==> src/rtl/seg_write_back_reg.sv <==
// MEM/WB pipeline register with stall/flush, write-back source selection, load
// byte/half/word extraction with sign/zero extension, and a retired-instruction counter.
module seg_write_back_reg #(
  parameter int unsigned LEN        = 32,
  parameter int unsigned NB_ADDR    = 5,
  parameter int unsigned NB_CTRL_WB = 6,
  parameter int unsigned NB_CNT     = 32
) (
  input  logic                  i_clk,
  input  logic                  i_reset,
  input  logic                  i_valid,
  input  logic                  i_stall,
  input  logic                  i_flush,
  input  logic [LEN-1:0]        i_read_data,
  input  logic [LEN-1:0]        i_alu_result,
  input  logic [LEN-1:0]        i_pc_link,
  input  logic [1:0]            i_byte_offset,
  input  logic [NB_ADDR-1:0]    i_write_register,
  input  logic [NB_CTRL_WB-1:0] i_ctrl_wb_bus,
  output logic                  o_RegWrite,
  output logic [LEN-1:0]        o_write_data,
  output logic [NB_ADDR-1:0]    o_write_register,
  output logic                  o_valid,
  output logic                  o_misaligned,
  output logic [NB_CNT-1:0]     o_retired_count
);

  typedef enum logic [1:0] {
    WB_ALU  = 2'b00,
    WB_LOAD = 2'b01,
    WB_LINK = 2'b10,
    WB_RSVD = 2'b11
  } wb_sel_e;

  logic               valid_q, valid_d;
  logic               regwrite_q, regwrite_d;
  wb_sel_e            wbsel_q, wbsel_d;
  logic [1:0]         ldsize_q, ldsize_d;
  logic               ldu_q, ldu_d;
  logic [1:0]         off_q, off_d;
  logic [LEN-1:0]     rdata_q, rdata_d;
  logic [LEN-1:0]     alu_q, alu_d;
  logic [LEN-1:0]     link_q, link_d;
  logic [NB_ADDR-1:0] wreg_q, wreg_d;
  logic [NB_CNT-1:0]  cnt_q, cnt_d;

  always_comb begin
    valid_d    = valid_q;
    regwrite_d = regwrite_q;
    wbsel_d    = wbsel_q;
    ldsize_d   = ldsize_q;
    ldu_d      = ldu_q;
    off_d      = off_q;
    rdata_d    = rdata_q;
    alu_d      = alu_q;
    link_d     = link_q;
    wreg_d     = wreg_q;
    cnt_d      = cnt_q;
    if (i_flush) begin
      valid_d    = 1'b0;
      regwrite_d = 1'b0;
      wbsel_d    = WB_ALU;
      ldsize_d   = '0;
      ldu_d      = 1'b0;
      off_d      = '0;
      rdata_d    = '0;
      alu_d      = '0;
      link_d     = '0;
      wreg_d     = '0;
    end else if (!i_stall) begin
      valid_d    = i_valid;
      regwrite_d = i_ctrl_wb_bus[5] & i_valid;
      wbsel_d    = wb_sel_e'(i_ctrl_wb_bus[4:3]);
      ldsize_d   = i_ctrl_wb_bus[2:1];
      ldu_d      = i_ctrl_wb_bus[0];
      off_d      = i_byte_offset;
      rdata_d    = i_read_data;
      alu_d      = i_alu_result;
      link_d     = i_pc_link;
      wreg_d     = i_write_register;
      cnt_d      = cnt_q + NB_CNT'(i_valid);
    end
  end

  always_ff @(posedge i_clk) begin
    if (i_reset) begin
      valid_q    <= 1'b0;
      regwrite_q <= 1'b0;
      wbsel_q    <= WB_ALU;
      ldsize_q   <= '0;
      ldu_q      <= 1'b0;
      off_q      <= '0;
      rdata_q    <= '0;
      alu_q      <= '0;
      link_q     <= '0;
      wreg_q     <= '0;
      cnt_q      <= '0;
    end else begin
      valid_q    <= valid_d;
      regwrite_q <= regwrite_d;
      wbsel_q    <= wbsel_d;
      ldsize_q   <= ldsize_d;
      ldu_q      <= ldu_d;
      off_q      <= off_d;
      rdata_q    <= rdata_d;
      alu_q      <= alu_d;
      link_q     <= link_d;
      wreg_q     <= wreg_d;
      cnt_q      <= cnt_d;
    end
  end

  // Little-endian lane select: shift the addressed lane down to bit 0.
  logic [7:0]     byte_val;
  logic [15:0]    half_val;
  logic [LEN-1:0] load_val;
  logic           misaligned;

  always_comb begin
    byte_val = 8'(rdata_q >> {off_q, 3'b000});
    half_val = 16'(rdata_q >> {off_q[1], 4'b0000});
    case (ldsize_q)
      2'b00:   load_val = {{(LEN-8){~ldu_q & byte_val[7]}}, byte_val};
      2'b01:   load_val = {{(LEN-16){~ldu_q & half_val[15]}}, half_val};
      default: load_val = rdata_q;
    endcase
    case (wbsel_q)
      WB_LOAD: o_write_data = load_val;
      WB_LINK: o_write_data = link_q;
      default: o_write_data = alu_q;
    endcase
    misaligned = valid_q & (wbsel_q == WB_LOAD) &
                 (((ldsize_q == 2'b01) & off_q[0]) | (ldsize_q[1] & (off_q != 2'b00)));
  end

  assign o_misaligned     = misaligned;
  assign o_RegWrite       = regwrite_q & valid_q & ~misaligned & (wreg_q != '0);
  assign o_write_register = wreg_q;
  assign o_valid          = valid_q;
  assign o_retired_count  = cnt_q;

endmodule

==> config.mk <==
export PLATFORM = sky130hd
export DESIGN_NAME = seg_write_back_reg
export DESIGN_NICKNAME = d
export VERILOG_FILES = /design/src/rtl/seg_write_back_reg.sv
export SDC_FILE = /design/constraint.sdc
export NUM_CORES = 1
export LEC_CHECK = 0
export ABC_AREA = 1
export CAP_MARGIN = 15
export CORE_MARGIN = 2
export CORE_UTILIZATION = 35
export DETAILED_ROUTE_END_ITERATION = 10
export PLACE_DENSITY = 0.65
export RECOVER_POWER = 100
export SYNTH_ARGS = -nofsm -noshare
export SYNTH_HDL_FRONTEND = slang
export SYNTH_SLANG_ARGS = --single-unit
==> constraint.sdc <==
create_clock -name i_clk -period 3.22 [get_ports i_clk]
set_input_delay 0.322 -clock i_clk [delete_from_list [all_inputs] [get_ports i_clk]]
set_output_delay 0.322 -clock i_clk [all_outputs]
set_load 0.005 [all_outputs]
==> Word level (Yosys, flattened, before mapping) <==
Index checks and enable logic that the tools add are counted.
{ "totals": {"input_bits": 114, "register_bits": 142, "out_inout_bits": 72, "elab_cells": 39} }
{ "op_classes": {"bitwise_logic": 15, "mux": 2, "n_reduce_logical": 5, "shifts": 2, "eq_ne": 3, "addsub": 1} }
{ "op_table": {"columns": ["cell", "count"], "rows": [
  ["one-hot mux 32 bit (2 select lines)", 2],
  ["adder 32 x 1 -> 32 bit", 1],
  [">> shifter 32 x 5 -> 16 bit", 1],
  [">> shifter 32 x 5 -> 8 bit", 1],
  ["bitwise AND 1 bit", 10],
  ["nonzero test 5 bit", 1],
  ["== test 2 x 1 -> 1 bit, second input constant", 2],
  ["NOT 1 bit", 4],
  ["== test 2 bit, second input constant", 1],
  ["zero test 2 bit", 1],
  ["AND reduction 2 bit", 1],
  ["nonzero test 2 bit", 1],
  ["OR reduction 2 bit", 1],
  ["OR 1 bit", 1]
]} }

==> Logic depth before layout (Yosys ltp) <==
Gate-level depths: netlist of run 1.
{ "depth": {"ltp_word": 7, "mapped_depth": 11, "ltp_nobuf": 10} }

==> Least setup slack after synthesis of run 1 <==
Ideal clock, no wire load.
{ "synth_path": {"path_kind": "reg-to-output", "startpoint": "register wbsel_q[0]", "endpoint": "output port o_write_data[0]", "path_buffers": 2, "required_ps": 2898, "arrival_time_ps": 1355, "setup_slack_ps": 1543, "path_stages_with_launch": 8, "cell_sequence": "dfxtp_1 > inv_1 > ha_1 > clkbuf_1 > inv_1 > clkbuf_1 > nor2_1 > a21oi_1"} }
{ "synth_via": {"elab_chain_cells": 2, "elab_cells_between_ends": 3, "classes_between": "eq/ne (2); mux (1)"} }
{ "synth_rtl": {"columns": ["element", "line", "rtl"], "rows": [
  ["start: declaration", "37", "wb_sel_e wbsel_q, wbsel_d;"],
  ["start signal: assignment", "101", "wbsel_q <= wbsel_d;"],
  ["== test 2 bit or == test 2 x 1 -> 1 bit (tied branches)", "127", "case (wbsel_q)"],
  ["one-hot mux 32 bit (2 select lines) (*)", "127", null],
  ["end: declaration", "21", "output logic [LEN-1:0] o_write_data,"]
]} }
Mark *: on every way between the ends. The rest lies on a longest branch, timed or not.

==> Final worst setup path of run 1 <==
{ "layout_path": {"startpoint": "register ldsize_q[1]", "endpoint": "output port o_write_data[3]"} }
{ "layout_via": {"elab_chain_cells": 3, "elab_cells_between_ends": 4, "classes_between": "eq/ne (1); mux (2); reduce/logical (1)"} }
{ "layout_rtl": {"columns": ["element", "line", "rtl"], "rows": [
  ["start: declaration", "38", "logic [1:0] ldsize_q, ldsize_d;"],
  ["start signal: assignment", "102", "ldsize_q <= ldsize_d;"],
  ["== test 2 x 1 -> 1 bit or zero test 2 bit (tied branches)", "122", "case (ldsize_q)"],
  ["one-hot mux 32 bit (2 select lines) (*)", "122", null],
  ["one-hot mux 32 bit (2 select lines) (*)", "127", null]
]} }
Marks and branches as above.

==> results of run 1 <==
==> cell usage in the layout, fill, tap and decap left out <==
cell type        count
inv_2                2
nand4_1              4
inv_8                2
clkinv_2             2
o211ai_1             2
bufinv_16            2
o21ba_2              1
xor2_1               4
a21oi_1            173
a211oi_1            21
clkinv_4             1
ha_1                 4
clkbuf_16           17
dfxtp_1            141
nand2_1            369
nand3_4              1
nor3_1               7
or2_2                1
nand2_2              2
nand2_4              1
inv_1               54
inv_6                8
nor4_1               1
dlygate4sd3_1       54
a21oi_2              8
nand3_1             30
dfxtp_2              1
clkdlybuf4s50_1    130
nor2_1             152
o221ai_1             1
clkinvlp_4           1
clkbuf_1             1
o21a_1               3
clkbuf_2             3
o21ai_0             27
buf_4               10
nor2_2               1
nor3b_1              1
==> cells by family after synthesis <==
logic type / share of synthesized area, %
AO/OA/AOI/OAI: 18.54
XOR/XNOR: 0.5038
adder cells (fa/ha/maj): 0.7198
flip-flops: 40.89
AND/OR/NAND/NOR: 32.34
buffers and inverters: 7.018
==> registers in the layout (all words and copies together), names as in the netlist <==
name / count
o_write_register: 5
alu_q: 32
regwrite_q: 1
o_valid: 1
wbsel_q: 2
ldsize_q: 2
o_retired_count: 32
link_q: 32
off_q: 2
rdata_q: 32
ldu_q: 1
==> synthesized netlist by cell type, drive strengths merged (2+ instances only) <==
master  number
nand4        4
a21oi      181
nor2       153
clkbuf      43
o211ai       2
o21a         3
dfxtp      142
nand2      372
inv         56
a211oi      21
xor2         4
nand3       31
buf         18
ha           4
nor3         7
o21ai       27
==> metal layers <==
metal	global-route usage (%)	share of wire [%]
met3	6.226	6.8
met5	0	0
met2	34.60	45
met4	7.376	2.3
met1	32.14	46
==> worst max path at each step <==
stage                            from              end  slack (ns)  cells past startpoint
final                     ldsize_q[1]  o_write_data[3]        0.20                      8
after CTS                    off_q[1]  o_write_data[1]         0.1                      7
after detailed placement     off_q[1]  o_write_data[1]        0.56                      7
after floorplan            wbsel_q[0]  o_write_data[0]        1.54                      7
after global placement       off_q[1]  o_write_data[1]        0.58                      7
after global routing      ldsize_q[1]  o_write_data[2]        0.04                      8
==> power breakdown <==
group | internal, mW | switching (mW)
clock network | 1.17 | 0.851
registers | 1.80 | 0.0392
logic | 0.282 | 0.307
==> tightest hold or removal path, stage by stage <==
cell	delay [ns]
buf_4	0.10
nor2_1	0.09
nand2_1	0.08
a21oi_1	0.05
==> timing repair <==
item,in CTS,in global routing
setup buffers,0,0
resized for setup,0,1
setup endpoints to repair,0,24
==> cell type report <==
type	instances	area, um^2	share of cell area [%]
Clock inverter	15	173.9	1.825
Sequential cell	142	2844	29.85
Inverter	57	215.2	2.258
Multi-Input combinational cell	814	3603	37.82
Clock buffer	17	425.4	4.464
Timing Repair Buffer	198	1936	20.31
Tap cell	265	331.6	3.480
==> summary.txt, run 1 <==
Setup path
  – Critical path's largest stage delay: 0.77 ns
  – Reg-to-reg slack, setup: 1.15 ns
  – Cells on worst reg2reg path: 8
  – CP Cell Sequence: clkinv_2 -> o21ai_0 -> inv_1 -> nand2_1 -> nand3_1 -> nand2_1 -> a21oi_1 -> dlygate4sd3_1
  – Worst R2R End: o_retired_count[22]
  – Crit. End Element: output pin
  – Worst path most repeated cell: nand2_1
  – Crit-path max FO: 18
  – Required @ worst endpoint: 2.90 ns
  – Crit path max-delay family: buffers and inverters
  – WP data arrival: 2.69 ns
  – CP bufs+invs: 3
  – Kind of critical path: register to output pin
  – Startpoint types: register
  – Worst reg2reg startpoint: o_retired_count[0]
  – Crit-path slowest cell: dfxtp_1

Worst hold path
  – Hold EP: o_retired_count[28]
  – Hold depth: 4
  – Min-Delay Path Class: input pin to register
  – Startpoint of the worst hold path: i_stall

Synthesis
  – Netlist cell types: 33
  – Synthesized flop and latch total: 142
  – Post-synth ARST share: 0%
  – Post-Syn Area: 6953 um^2
  – Leading area contributor after synthesis: dfxtp_1
  – EDFF count, synth: 0
  – Syn nets: 1192
  – Largest cells by area after synthesis: dfxtp_1 41%, nand2_1 20%, a21oi_1 12%
  – Top-area cell type share of the netlist area: 40.89%
  – Mapped Avg Cell Area: 6.474 um^2
  – Syn Inst Count: 1074
  – Sequential share of the synthesized area: 40.89%
  – Synth warnings: 0
  – Post-synth top flop: dfxtp_1

STA
  – Hold_ws: 0.2583 ns
  – Fin. max-slew vios: 0
  – Worst-Margin Slew: 1.287 ns
  – Clk_skew: 0.01192 ns
  – Fin Setup TNS: 0 ns
  – Setup violations, final: 0
  – Final Cycle Share: 93.69%
  – Hold Vio Cnt, Final: 0
  – Post-route setup slack: 0.2032 ns
  – RSZ-0062 raised after global routing: false
  – Max Clk Rate: 331.5 MHz
  – Tmin final: 3.017 ns
  – Max_slew headroom: 14.18%

Route
  – DR vias/cell: 4.937
  – Vias: 7445
  – DRT Pass-1 Iters: 5
  – WL per Instance: 16.06 um
  – Residual DRC count: 0
  – Routed WL: 24220 um
  – DRT iter0 DRCs: 625
  – Routed Antenna Nets: 0

Cells and area
  – Number of non-filler instances in the completed layout: 1508
  – Fin util: 48.96%
  – Layout cells sized above 1: 5.149%
  – Antenna diodes: 0
  – Fin area: 9529 um^2
  – Nets: 1348
  – Synth-to-Final Area Change: 37.05%
  – Filler cells: 1993

Pwr
  – Max VDD drop: 0.0003262 V
  – Leak: 3.663 nW
  – Power density over the cells: 467.4 nW/um^2
  – Final Total Pwr: 4.454 mW

Clock tree
  – Cts bufs inserted: 17
  – CTS max path bufs: 2
  – Clock transition at path regs: 0.07 ns
  – CTS Hold Bufs: 0
  – CTS Root Cell: clkbuf_16
  – CTS tree: yes
  – Sink Count: 142
  – Skew-Pair Late Insertion Delay: 0.43 ns
  – H-tree lvl count: 4

Run
  – MaxCap Viol Count: 0

GRT
  – Largest net degree at the start of global routing: 92
  – Vias in the first global route: 6922
  – GRT Resource Usage Total: 23.06%
  – Number of antenna violations at the first check in global routing: 0
  – First-pass GRT wire length: 38320 um
  – Grt ovf: 0

Floorplanning
  – IO Pins: 186
  – Initial Util: 35.72%
  – Die span in x: 144.9 um
  – Die ar.: 21010 um^2
  – Row count: 51
  – DIE HEIGHT: 144.9 um
  – Core area: 19460 um^2

Placement
  – DP HPWL: 17970 um
  – Placer congestion estimate: 0.9233
  – Placed inst area: 8979 um^2
  – Pre-CTS WS: 0.5628 ns
  – Port bufs: 185
  – Placed insts: 1476

Status
  – Outcome: finished, final reports clean
(Power assumes the default switching activity.)
==> inputs of run 2 (changes only) <==
--- a/config.mk
+++ b/config.mk
@@ -7,9 +7,10 @@
 export LEC_CHECK = 0
 export ABC_AREA = 1
 export CAP_MARGIN = 15
-export CORE_MARGIN = 2
+export CORE_MARGIN = 5
 export CORE_UTILIZATION = 35
 export DETAILED_ROUTE_END_ITERATION = 10
+export MAX_ROUTING_LAYER = met4
 export PLACE_DENSITY = 0.65
 export RECOVER_POWER = 100
 export SYNTH_ARGS = -nofsm -noshare
==> run 2 against run 1 <==
  * Critical path type unchanged
  * Global-route usage fell by 0.86 points
  * Utilization fell by 0.051 points
  * Wire length rose by 1.6%
  * Clock-buffer cell count rose by 3
  * Die area rose by 8.5%
  * Worst hold slack got worse by 0.022 ns
  * Sequential power barely moved
==> summary.txt, run 2 (synthesis results as in run 1) <==
GRT
  – Grt ovf: 0
  – Largest net degree at the start of global routing: 92
  – Number of antenna violations at the first check in global routing: 0
  – First-pass GRT wire length: 38070 um
  – Vias in the first global route: 7013
  – GRT Resource Usage Total: 22.20%

Floorplanning
  – IO Pins: 186
  – Die span in x: 150.9 um
  – Die ar.: 22780 um^2
  – DIE HEIGHT: 150.9 um
  – Core area: 19530 um^2
  – Row count: 51
  – Initial Util: 35.61%

Clock tree
  – Cts bufs inserted: 17
  – Post-CTS setup buffer count: 0
  – CTS max path bufs: 2
  – H-tree lvl count: 4
  – Clock transition at path regs: 0.06 ns
  – Sink Count: 142
  – CTS Root Cell: clkbuf_16
  – CTS tree: yes
  – Skew-Pair Late Insertion Delay: 0.42 ns

STA
  – Fin. max-slew vios: 0
  – Worst-Margin Slew: 1.346 ns
  – Tmin final: 3.027 ns
  – Max_slew headroom: 10.29%
  – Final Cycle Share: 94.01%
  – Hold Vio Cnt, Final: 0
  – Clk_skew: 0.01020 ns
  – Setup violations, final: 0
  – Hold_ws: 0.2360 ns
  – RSZ-0062 raised after global routing: false
  – Max Clk Rate: 330.4 MHz
  – Fin Setup TNS: 0 ns

Setup path
  – Crit. End Element: output pin
  – Required @ worst endpoint: 2.90 ns
  – Kind of critical path: register to output pin
  – WP data arrival: 2.71 ns
  – Startpoint types: register
  – Crit-path max FO: 25

Route
  – Vias: 7442
  – Met1 WL: 11380 um
  – Routed WL: 24600 um
  – Met3 wire len: 1541 um
  – Routed Antenna Nets: 0
  – Residual DRC count: 0
  – DR vias/cell: 4.932
  – WL met2: 11180 um
  – Highest routed metal layer: met4
  – WL per Instance: 16.30 um
  – DRT iter0 DRCs: 598
  – DRT Pass-1 Iters: 5

Cells and area
  – Filler cells: 2037
  – Storage element area: 2844 um^2
  – Synth-to-Final Area Change: 37.36%
  – Area of the multi-input gates: 3603 um^2
  – Fin util: 48.91%
  – Most common cell after layout, fill and taps aside: nand2_1
  – Layout cells sized above 1: 4.984%
  – Highest-count cells in the layout ignoring fill and taps: 369 x nand2_1, 173 x a21oi_1, 152 x nor2_1, 141 x dfxtp_1, 131 x clkdlybuf4s50_1
  – Nets: 1349
  – Antenna diodes: 0

Placement
  – DP HPWL: 18450 um
  – Port bufs: 185
  – Placer congestion estimate: 0.9586

Pwr
  – Leak: 3.660 nW
  – Power density over the cells: 469.3 nW/um^2
  – Max VDD drop: 0.0003626 V

Status
  – Outcome: finished, final reports clean

Run
  – MaxCap Viol Count: 0

Worst hold path
  – Min-Delay Path Class: input pin to register
run 2: cell types whose count changed in the layout (fill, tap and decap cells not counted), moves of 2 or more:
| cell | previous run | this run |
|---|---|---|
| inv_6 | 8 | 1 |
| clkbuf_1 | 1 | 4 |
| clkinv_4 | 1 | 4 |
| clkbuf_8 | 0 | 2 |
| clkinvlp_4 | 1 | 3 |
| inv_8 | 2 | 0 |
run 2: metrics by stage:
step	cells	area, um^2	total power, mW	worst slack (ns)
6_report	1509	9550	4.482	0.1930
3_3_place_gp	1477	8999	2.482	0.6030
4_1_cts	1509	9617	4.531	0.09874
3_5_place_dp	1477	8999	2.482	0.5450
2_1_floorplan	1074	6953	2.141	1.543
5_1_grt	1509	9550	4.652	0.02974
run 2: per-layer routing:
layer  vias up  GRT usage, %
li1       3772             -
met1      3407         30.14
met2       234         33.74
met3        29         4.488
met4         0         6.256
met5         -             -
run 2: area by class of cell:
class                   instances  area share (%)
multi-input cells             814           37.73
inverters                      57           2.253
clock inverters                12           1.690
well taps                     265           3.472
clock buffers                  20           4.782
flip-flops and latches        142           29.78
repair buffers                199           20.29
run 2: worst max-delay path, cell delays in order (launching register included):
cell and delay, ns:
dfxtp_1 0.72, clkinv_2 0.18, clkbuf_4 0.30, o221ai_1 0.26
nand2_1 0.07, a21oi_1 0.12, dlygate4sd3_1 0.63
run 2: path summary, 6_finish.rpt:
path,from,end,slack [ns],cells after the start
max,ldsize_q[1],o_write_data[4],0.19,6
min,i_stall,o_write_register[4],0.24,3
max reg2reg,o_retired_count[0],o_retired_count[22],1.17,8
min reg2reg,link_q[27],link_q[27],0.47,2
run 2: where the power goes:
part | internal [mW] | switching [mW]
clock network | 1.27 | 0.785
registers | 1.81 | 0.0399
logic | 0.282 | 0.305
run 2: timing repair:
action,CTS,global route
resized for setup,0,1
endpoints found under the setup margin,0,6
hold buffers,0,0
